**config.mk**
```make
export PLATFORM = sky130hd
export DESIGN_NAME = or_reduce_flat
export DESIGN_NICKNAME = d
export VERILOG_FILES = /design/src/rtl/or_reduce_pkg.sv /design/src/rtl/or_reduce_if.sv /design/src/rtl/or_reduce_node.sv /design/src/rtl/or_reduce.sv /design/src/flat_wrapper.sv
export SDC_FILE = /design/constraint.sdc
export NUM_CORES = 1
export LEC_CHECK = 0
export CAP_MARGIN = 20
export CORE_MARGIN = 8
export CORE_UTILIZATION = 35
export DETAILED_ROUTE_END_ITERATION = 10
export DONT_BUFFER_PORTS = 1
export SLEW_MARGIN = 40
export SYNTH_ARGS = -nofsm -noshare
export SYNTH_HDL_FRONTEND = slang
export SYNTH_HIERARCHICAL = 1
export SYNTH_SLANG_ARGS = --single-unit
```
**constraint.sdc**
```tcl
create_clock -name vclk -period 1.6
set_input_delay 0.24 -clock vclk [all_inputs]
set_output_delay 0.24 -clock vclk [all_outputs]
set_load 0.005 [all_outputs]
```
**src/rtl/or_reduce_pkg.sv**
```systemverilog
// or_reduce shared constants and tree sizing helpers.
// Build with OR_REDUCE_REG_EN defined to register res_q/any_q.
package or_reduce_pkg;

  localparam int OR_NUM_DEF   = 8;
  localparam int OR_WIDTH_DEF = 8;

  function automatic int tree_depth(input int n);
    int d;
    d = 0;
    for (int i = 0; i < 32; i++)
      if ((1 << d) < n) d++;
    return d;
  endfunction

  // Node count at tree level l; odd leftovers carry up.
  function automatic int level_cnt(input int n, input int l);
    int c;
    c = n;
    for (int i = 0; i < l; i++)
      c = (c + 1) / 2;
    return c;
  endfunction

endpackage

```
**src/rtl/or_reduce_if.sv**
```systemverilog
// or_reduce bus: source vectors, capture enable and results.
// Slave side is the reducer; master side drives src/en.
interface or_reduce_if
  import or_reduce_pkg::*;
#(
  parameter int NUM   = OR_NUM_DEF,
  parameter int WIDTH = OR_WIDTH_DEF
);

  logic [WIDTH-1:0] src [NUM];
  logic             en;
  logic [WIDTH-1:0] res;
  logic             any;
  logic [NUM-1:0]   src_nz;
  logic [WIDTH-1:0] res_q;
  logic             any_q;

  modport master (
    output src, en,
    input  res, any, src_nz, res_q, any_q
  );

  modport slave (
    input  src, en,
    output res, any, src_nz, res_q, any_q
  );

endinterface

```
**src/rtl/or_reduce_node.sv**
```systemverilog
// One WIDTH-bit node of the OR tree.
// Pure bitwise OR, no width change.
module or_reduce_node #(
  parameter int WIDTH = 8
) (
  input  logic [WIDTH-1:0] a,
  input  logic [WIDTH-1:0] b,
  output logic [WIDTH-1:0] y
);

  assign y = a | b;

endmodule

```
**src/rtl/or_reduce.sv**
```systemverilog
// Balanced OR tree over NUM vectors with optional output register.
// OR_REDUCE_REG_EN defined: res_q/any_q flopped; else passthrough.
module or_reduce
  import or_reduce_pkg::*;
#(
  parameter int NUM   = OR_NUM_DEF,
  parameter int WIDTH = OR_WIDTH_DEF
) (
  input logic         clk,
  input logic         rstn,
  or_reduce_if.slave  bus
);

  localparam int DEPTH = tree_depth(NUM);

  logic [WIDTH-1:0] lvl [DEPTH+1][NUM];
  logic [WIDTH-1:0] res;
  logic             any;

  for (genvar i = 0; i < NUM; i++) begin : g_leaf
    assign lvl[0][i]      = bus.src[i];
    assign bus.src_nz[i]  = |bus.src[i];
  end

  for (genvar l = 0; l < DEPTH; l++) begin : g_lvl
    localparam int CI = level_cnt(NUM, l);
    localparam int CO = level_cnt(NUM, l + 1);
    for (genvar j = 0; j < NUM; j++) begin : g_n
      if (j < CO && 2 * j + 1 < CI) begin : g_or
        or_reduce_node #(.WIDTH(WIDTH)) u_node (
          .a (lvl[l][2*j]),
          .b (lvl[l][2*j+1]),
          .y (lvl[l+1][j])
        );
      end else if (j < CO) begin : g_pass
        assign lvl[l+1][j] = lvl[l][2*j];
      end else begin : g_zero
        assign lvl[l+1][j] = '0;
      end
    end
  end

  assign res     = lvl[DEPTH][0];
  assign any     = |res;
  assign bus.res = res;
  assign bus.any = any;

`ifdef OR_REDUCE_REG_EN
  logic [WIDTH-1:0] res_hold_d, res_hold_q;
  logic             any_hold_d, any_hold_q;

  always_comb begin
    res_hold_d = res_hold_q;
    any_hold_d = any_hold_q;
    if (bus.en) begin
      res_hold_d = res;
      any_hold_d = any;
    end
  end

  always_ff @(posedge clk or negedge rstn) begin
    if (!rstn) begin
      res_hold_q <= '0;
      any_hold_q <= 1'b0;
    end else begin
      res_hold_q <= res_hold_d;
      any_hold_q <= any_hold_d;
    end
  end

  assign bus.res_q = res_hold_q;
  assign bus.any_q = any_hold_q;
`else
  logic unused_ctl;
  assign unused_ctl = ^{clk, rstn, bus.en};
  assign bus.res_q  = res;
  assign bus.any_q  = any;
`endif

endmodule

```
**src/flat_wrapper.sv**
```systemverilog
// flat-port wrapper written by rule: the top's interface ports become plain ports
module or_reduce_flat import or_reduce_pkg::*;
#(
  parameter int NUM   = OR_NUM_DEF,
  parameter int WIDTH = OR_WIDTH_DEF
)
  (clk, rstn, bus_src, bus_en, bus_res, bus_any, bus_src_nz, bus_res_q, bus_any_q);
  or_reduce_if #(.NUM(NUM), .WIDTH(WIDTH)) bus_i ();
  input logic clk;
  input logic rstn;
  input wire logic [$bits(bus_i.src)-1:0] bus_src;
  input wire logic [$bits(bus_i.en)-1:0] bus_en;
  output wire logic [$bits(bus_i.res)-1:0] bus_res;
  output wire logic [$bits(bus_i.any)-1:0] bus_any;
  output wire logic [$bits(bus_i.src_nz)-1:0] bus_src_nz;
  output wire logic [$bits(bus_i.res_q)-1:0] bus_res_q;
  output wire logic [$bits(bus_i.any_q)-1:0] bus_any_q;
  assign bus_i.src = {>>{bus_src}};
  assign bus_i.en = bus_en;
  assign bus_res = bus_i.res;
  assign bus_any = bus_i.any;
  assign bus_src_nz = bus_i.src_nz;
  assign bus_res_q = bus_i.res_q;
  assign bus_any_q = bus_i.any_q;
  or_reduce #(.NUM(NUM), .WIDTH(WIDTH)) u_core (.clk(clk), .rstn(rstn), .bus(bus_i));
endmodule
```
After elaboration in Yosys (flattened, before gate mapping):

Index checks and enable logic that the tools add are counted.

* add/subtract/negate cells: 0
* multiply operators: 0
* div/mod/pow operators: 0
* order comparisons: 0
* equality and inequality tests: 0
* shift-type cells: 0
* mux-type cells: 0
* bitwise logic cells: 7
* reductions and logical operators: 9

Operators by type and width (number)
* $reduce_or A8 Y1: 9
* $or A8 B8 Y8: 7

* register bits: 0
* bits in latches: 0
* bits in writable memories: 0
* bits in read-only memories: 0
* input port bits: 67
* output and inout bits: 26
* memories kept: 0

Depth between registers and ports, before layout:

Gate-level depths: netlist of run 1.

* word-level depth: 4
* gate-level depth with buffers: 6
* depth with buffers taken out: 5

By module:

Netlist of run 1, hierarchy kept.

By module, submodules not included
* or_reduce_node: times used 7, cells an instance 8, area each 50.0 um2, seq. area each 0.0 um2
* or_reduce: times used 1, cells an instance 36, area each 214.0 um2, seq. area each 0.0 um2

Worst setup path after synthesis of run 1:

No wires, ideal clock.

* path kind: in2out
* start point: in bus_src[1]
* end point: out bus_any_q
* arrival: 1424 ps
* data required time: 1360 ps
* setup slack: -64 ps
* stages on the path: 6
* cells stage by stage: or2_1 -> or2_1 -> or2_1 -> nor4_1 -> nand2_1 -> buf_4

RTL lines
* start, declared: line flat_wrapper.sv:11 `input wire logic [$bits(bus_i.src)-1:0] bus_src;`
* end, declared: line flat_wrapper.sv:17 `output wire logic [$bits(bus_i.any_q)-1:0] bus_any_q;`

==> results of run 1 <==
## path summary, 6_finish.rpt
| check | from | end | slack, ns | depth (start not counted) |
|---|---|---|---|---|
| hold / removal | bus_src[54] | bus_src_nz[1] | 0.57 | 2 |
| setup / recovery | bus_src[18] | bus_any_q | -0.06 | 6 |
## timing repair
item,in CTS,in global routing
setup buffers,1,0
pin swaps,3,2
endpoints found under the setup margin,2,2
gates resized for setup,3,1
hold buffers,0,0
## cells by family (layout without fill, tap and decap cells)
logic type / after synthesis / in the layout / share of synthesized area, %
and+or+nand+nor: 83 / 83 / 88.03
buffers and inverters: 9 / 10 / 11.97
## area by class of cell
type                       count  area [um2]
tap                           16       20.02
fill                         162       894.6
timing repair buffer          10       75.07
multi-input combinational     83       516.7
## power by group
part	internal, uW	total [uW]	switching, uW
clock network	0	0	0
registers	0	0	0
logic	30.6	47.0	16.4
total	30.6	47.0	16.4
## cells in the final DEF, fill, tap and decap left out
cell type	n
sky130_fd_sc_hd__nor4_2	2
sky130_fd_sc_hd__nand2_4	1
sky130_fd_sc_hd__buf_4	10
sky130_fd_sc_hd__nor4_1	16
sky130_fd_sc_hd__or2_1	56
sky130_fd_sc_hd__nand2_1	8
## per-layer routing
layer  global-route usage (%)  share of wire, %  up-vias
met1                    11.85                32      268
met5                        0                 0        -
met3                    7.534                19        0
met2                    23.77                49       55
li1                         -                 -      308
met4                        0                 0        0
## metrics by stage
step                      instance area, um2  setup slack, ns  TNS (ns)
after floorplan                        564.3         -0.06416  -0.06416
after global placement                 584.3         -0.08494   -0.1699
after detailed placement               584.3         -0.08893   -0.1779
after CTS                              605.6         -0.05646   -0.1129
after global routing                   611.8         -0.09835   -0.1967
final                                  611.8         -0.06379   -0.1276
==> results, run 1 <==
- In the final routed layout, each cell accounts on average for 20.84 um.
- By count the netlist is led by sky130_fd_sc_hd__or2_1 (56), sky130_fd_sc_hd__nor4_1 (18), sky130_fd_sc_hd__buf_4 (9), sky130_fd_sc_hd__nand2_1 (9).
- For the worst setup path, the data required time is ~1.4 ns.
- The final layout contains routed wiring with a total length of 2272 um.
- Of all nets on the critical path, the largest fanout is 2.
- The flow ran to the end, but the final reports show violations.
- The core region is ~1500 um2.
- Entering global routing, the biggest net connects 3 pins.
- The cell area that synthesis handed to floorplanning was 564.3 um2.
- The max-capacitance violation count is 0.
- The number of antenna diodes in the final layout is 0.
- The ratio of cells with drive above 1 in the final layout is 13.98%.
- Of the available clock period, the critical path in the final layout requires 104.0%.
- The detailed router's first-iteration violation count is 5.
- For this run, the share of the core covered by cells in the final layout is just over 40%.
- Final hold analysis gives a worst-case slack of 0.5678 ns.
- The number of pins with negative max-slew slack in the final report was 0.
- The distinct cell type count of the synthesized netlist is 4.
- During synthesis, Yosys emitted a total of 6 warnings.
- In the routed layout, each cell is associated on average with a via count of 5.789.
- There are 0 flip-flops and latches.
- The total instance count after detailed placement is around 110.
- The worst setup path is captured at an output port.
- Setup repair after global routing could not meet its margin everywhere.
- The relative area change from synthesis to final layout is 8.426%.
- The remaining design rule violation count is 0.
- The largest stage delay on the critical path is 0.28 ns.
- The biggest area contributor in the post-synthesis netlist is sky130_fd_sc_hd__or2_1.
- The cell count after synthesis is 92.
- The arrival time reported for the critical path endpoint is 1.42 ns.
- The combined flip-flop and latch cell area is 0 um2.
- The layout has 0 clock buffers.
- The category of the worst setup path launch point is an input port.
- In this run the horizontal extent of the chip is 56.15 um.
- The checks that failed: setup timing.
- The routed via count is 631.
- The number of antenna violations at the first check in global routing is 0.
- The post-synth net total is 159.
- The hold violation total from the final report came to 0.
- The number of global-route vias before repair was 771.
- For this design the static power due to leakage is about 0.00014 uW.
- The slew of the pin with the lowest slew margin is 0.3762 ns.
- By area the synthesized netlist is led by sky130_fd_sc_hd__or2_1 (62%), sky130_fd_sc_hd__nor4_1 (20%), sky130_fd_sc_hd__buf_4 (12%).
- The first-pass iteration count of the detailed router is 2.
- The count of cells in the finished layout, fillers not included, comes to 109.
- sky130_fd_sc_hd__or2_1 is the most common cell in the netlist.
- In this design, the largest share of critical-path delay is due to simple AND/OR/NAND/NOR gates.
- The worst setup path category is in2out.
- The number of buffers added on ports is 0.
- Counting stages on the worst path, the most repeated cell is sky130_fd_sc_hd__or2_1.
- The register area share after synthesis is 0%.
- The critical path goes through or2_1 > or2_1 > or2_1 > nor4_2 > buf_4 > nand2_4.
- Summing internal, switching and leakage power gives 47.00 uW.
- The count of buffer and inverter cells on the critical path is 1.
- The share of Yosys cell area claimed by the top area cell type is 62.08%.
- Routability-driven placement finished with a final weighted congestion of 0.7520.
- The die area is 3153 um2.
- In this run the tightest slew margin relative to its limit is 74.69%.
- For this run the aggregate overflow at the end of global routing stands at 0.
- After layout, the minimum clock period comes to 1.664 ns.
- The number of top-level pins is 93.
- The worst supply voltage drop on vdd is 33.48 uV.
- The initial core utilization is 37.46%.
- Each instance of the synthesized netlist takes up on average 6.134 um2.
- The count of nets after finishing is approximately 160.
- Setup violations remaining at the end of the flow were counted as 2.
- The floorplan has 14 rows.
- Among all stages on the critical path, the largest delay is contributed by sky130_fd_sc_hd__nor4_2.
- The first global-routing pass estimated 3512 um of wire.
- The worst path setup slack after routing is -0.06379 ns.
- The height of the die is about 56 um.
- The detail route stage leaves a number of antenna-violating nets equal to 0.
- Power spread over the standard cell area amounts to 76.82 nW/um2.
- The highest achievable clock rate is roughly 0.6 GHz.
- Global routing used around an eighth of the available tracks.
- In this run the worst hold path is classified as in2out.
Note: power is estimated with default switching activity, not from simulation.
==> run 2, diff against run 1 <==
Settings changed: CELL_PAD_IN_SITES_DETAIL_PLACEMENT from default to 0, CELL_PAD_IN_SITES_GLOBAL_PLACEMENT from default to 1, CORE_UTILIZATION 35 to 34, PLACE_DENSITY_LB_ADDON from default to 0.1.
==> run 2 against run 1 <==
Against the previous run:
- total power down 1.9%
- critical path depth down 1
- setup slack better by 0.046 ns
- largest cell class unchanged
- first-iteration DRC count down 20%
- cell area up 2.5%
- the flow still finishes with violations (setup timing)
- non-clock buffer count up 3
- critical endpoint is now bus_any
- count of clock-buffer cells in the layout unchanged
- routed wire length down 5.0%
==> results, run 2 (synthesized netlist as in run 1, its figures left out) <==
- The first-pass iteration count of the detailed router is 3.
- Relative to the synthesized area, the layout overhead comes to 11.09%.
- The first global-routing pass estimated 3381 um of wire.
- Dividing the detail-routed wire length by the instance count gives 19.27 um.
- Once detailed placement completed, the half-perimeter wirelength came to 2065 um.
- The worst-case IR drop observed on VDD is 28.93 uV.
- The checks that failed: setup timing.
- The post-route netlist has 15.63% of its cells at a drive strength greater than 1.
- After layout, the minimum clock period comes to roughly 1.6 ns.
- The number of clock-tree buffers in the layout is 0.
- The static leakage is 0.0001393 uW.
- The global-route track usage on met3 is 4.270%.
- The count of hold buffers inserted by post-cts repair is 0.
- The core region is 1524 um2.
- The number of antenna-violating nets in the routed design is 0.
- The run finished, with violations left.
- Along the worst path, the maximum fanout reaches 2.
- In the final design database the tool counted 165 nets.
- The detailed router's first-iteration violation count is 4.
- The tightest min-delay check is of the in2out type.
- The worst path uses 101.1% of the clock period.
- Global routing used 11.53% of the available met1 tracks.
- Setup violations remaining at the end of the flow were counted as 2.
- Prior to clock tree synthesis, the placed netlist has a worst setup slack of -0.05235 ns.
- The initial core utilization is 37.03%.
- Across the whole layout, storage elements account for 0 um2.
- Leaving out fill and tap cells, the most frequent cell in the layout is sky130_fd_sc_hd__or2_1.
- Measured along the x axis, the die boundary spans 56.74 um.
- For this block, the via count after detailed routing is 611.
- Summed over all layers, the routed wires come to 2158 um.
- Buffers placed on the I/O ports in this run total 0.
- The minimum hold slack is between 0.5 and 0.6 ns.
- The number of antenna violations at the first check in global routing is 0.
- The final weighted congestion in routability-driven placement is 0.7401.
- The slew of the pin with the lowest slew margin is 0.3280 ns.
- The element type at the critical path end is an output port.
- The number of flip-flops and latches is 0.
- In the layout the commonest cells are sky130_fd_sc_hd__or2_1 (56), sky130_fd_sc_hd__nor4_1 (16), sky130_fd_sc_hd__buf_4 (13).
- The category of the worst setup path launch point is an input port.
- The layer carrying the most global-route usage is met2.
- The final global-route overflow total is 0.
- The total chip power is 46.13 uW.
- Adding up every negative setup slack in the final design gives -0.03569 ns.
- The global routing met2 resource utilization is 23.67%.
- The remaining max-slew budget at the tightest pin is 77.93%.
- For the worst setup path, the data required time is 1.36 ns.
- The via-per-instance ratio is about 5.5.
- The number of global-route vias before repair is around 760.
- The max-capacitance violation count is 0.
- Entering global routing, the biggest net connects 3 pins.
- The number of pins with negative max-slew slack in the final report is 0.
- The worst setup path category is in2out.
- Derived from the worst setup path, the maximum achievable clock frequency is just over 0.6 GHz.
- The utilization after layout is 41.13%.
- The initialized floorplan defines 14 standard-cell rows.
- The overall track demand over capacity in global routing is 11.72%.
- The power density over cell area is 73.58 nW/um2.
- The hold violation total from the final report came to 0.
- In the routed design, unresolved DRC markers number 0.
- The die is around 57 um tall.
- The repair_antennas step left the layout with diodes totalling 0.
- The arrival time reported for the critical path endpoint is around 1.4 ns.
- Across all setup checks in the final design, the least slack found is -0.01788 ns.
- 93 I/O pins were placed.
- The die area is 3219 um2.
- Counting the fill cells in the layout gives 181.
- Setup repair after global routing could not meet its margin everywhere.
==> run 2: cell types whose count changed in the layout (fill, tap and decap cells not counted) <==
cell and delta:
sky130_fd_sc_hd__buf_4 +3, sky130_fd_sc_hd__nand2_1 +1, sky130_fd_sc_hd__nand2_4 -1
==> run 2: power by group <==
part           internal [uW]  switching, uW  leakage, uW
sequential                 0              0            0
clock                      0              0            0
combinational           30.9           15.3     0.000139
total                   30.9           15.3     0.000139
==> run 2: through the flow <==
stage	instance area, um2	std cells
detailed placement	606.8	111
floorplan	564.3	92
finish	626.9	112
global placement	606.8	111
CTS	619.3	111
global route	626.9	112
==> run 2: repair_timing <==
action,in CTS,in global routing
setup endpoints to repair,2,2
pin swaps,4,5
gates resized for setup,2,0
buffers inserted,0,1
==> run 2: per-layer routing <==
metal / part of all wire, % / up-vias
li1: - / 315
met1: 33 / 259
met2: 54 / 37
met3: 13 / 0
met4: 0 / 0
met5: 0 / -
==> run 2: final cells by class <==
type	count	area [um2]	area share (%)
repair buffers	13	97.59	15.57
well taps	16	20.02	3.194
multi-input cells	83	509.2	81.24
==> run 2: worst paths after layout <==
kind | from | to | slack [ns] | cells past startpoint
setup / recovery | bus_src[4] | bus_any | -0.02 | 5
hold / removal | bus_src[14] | bus_src_nz[6] | 0.57 | 2
==> run 2: worst max-delay path, stage by stage <==
cell                      delay, ns
sky130_fd_sc_hd__or2_1         0.21
sky130_fd_sc_hd__or2_1         0.23
sky130_fd_sc_hd__or2_1         0.26
sky130_fd_sc_hd__nor4_2        0.29
sky130_fd_sc_hd__nand2_1       0.16
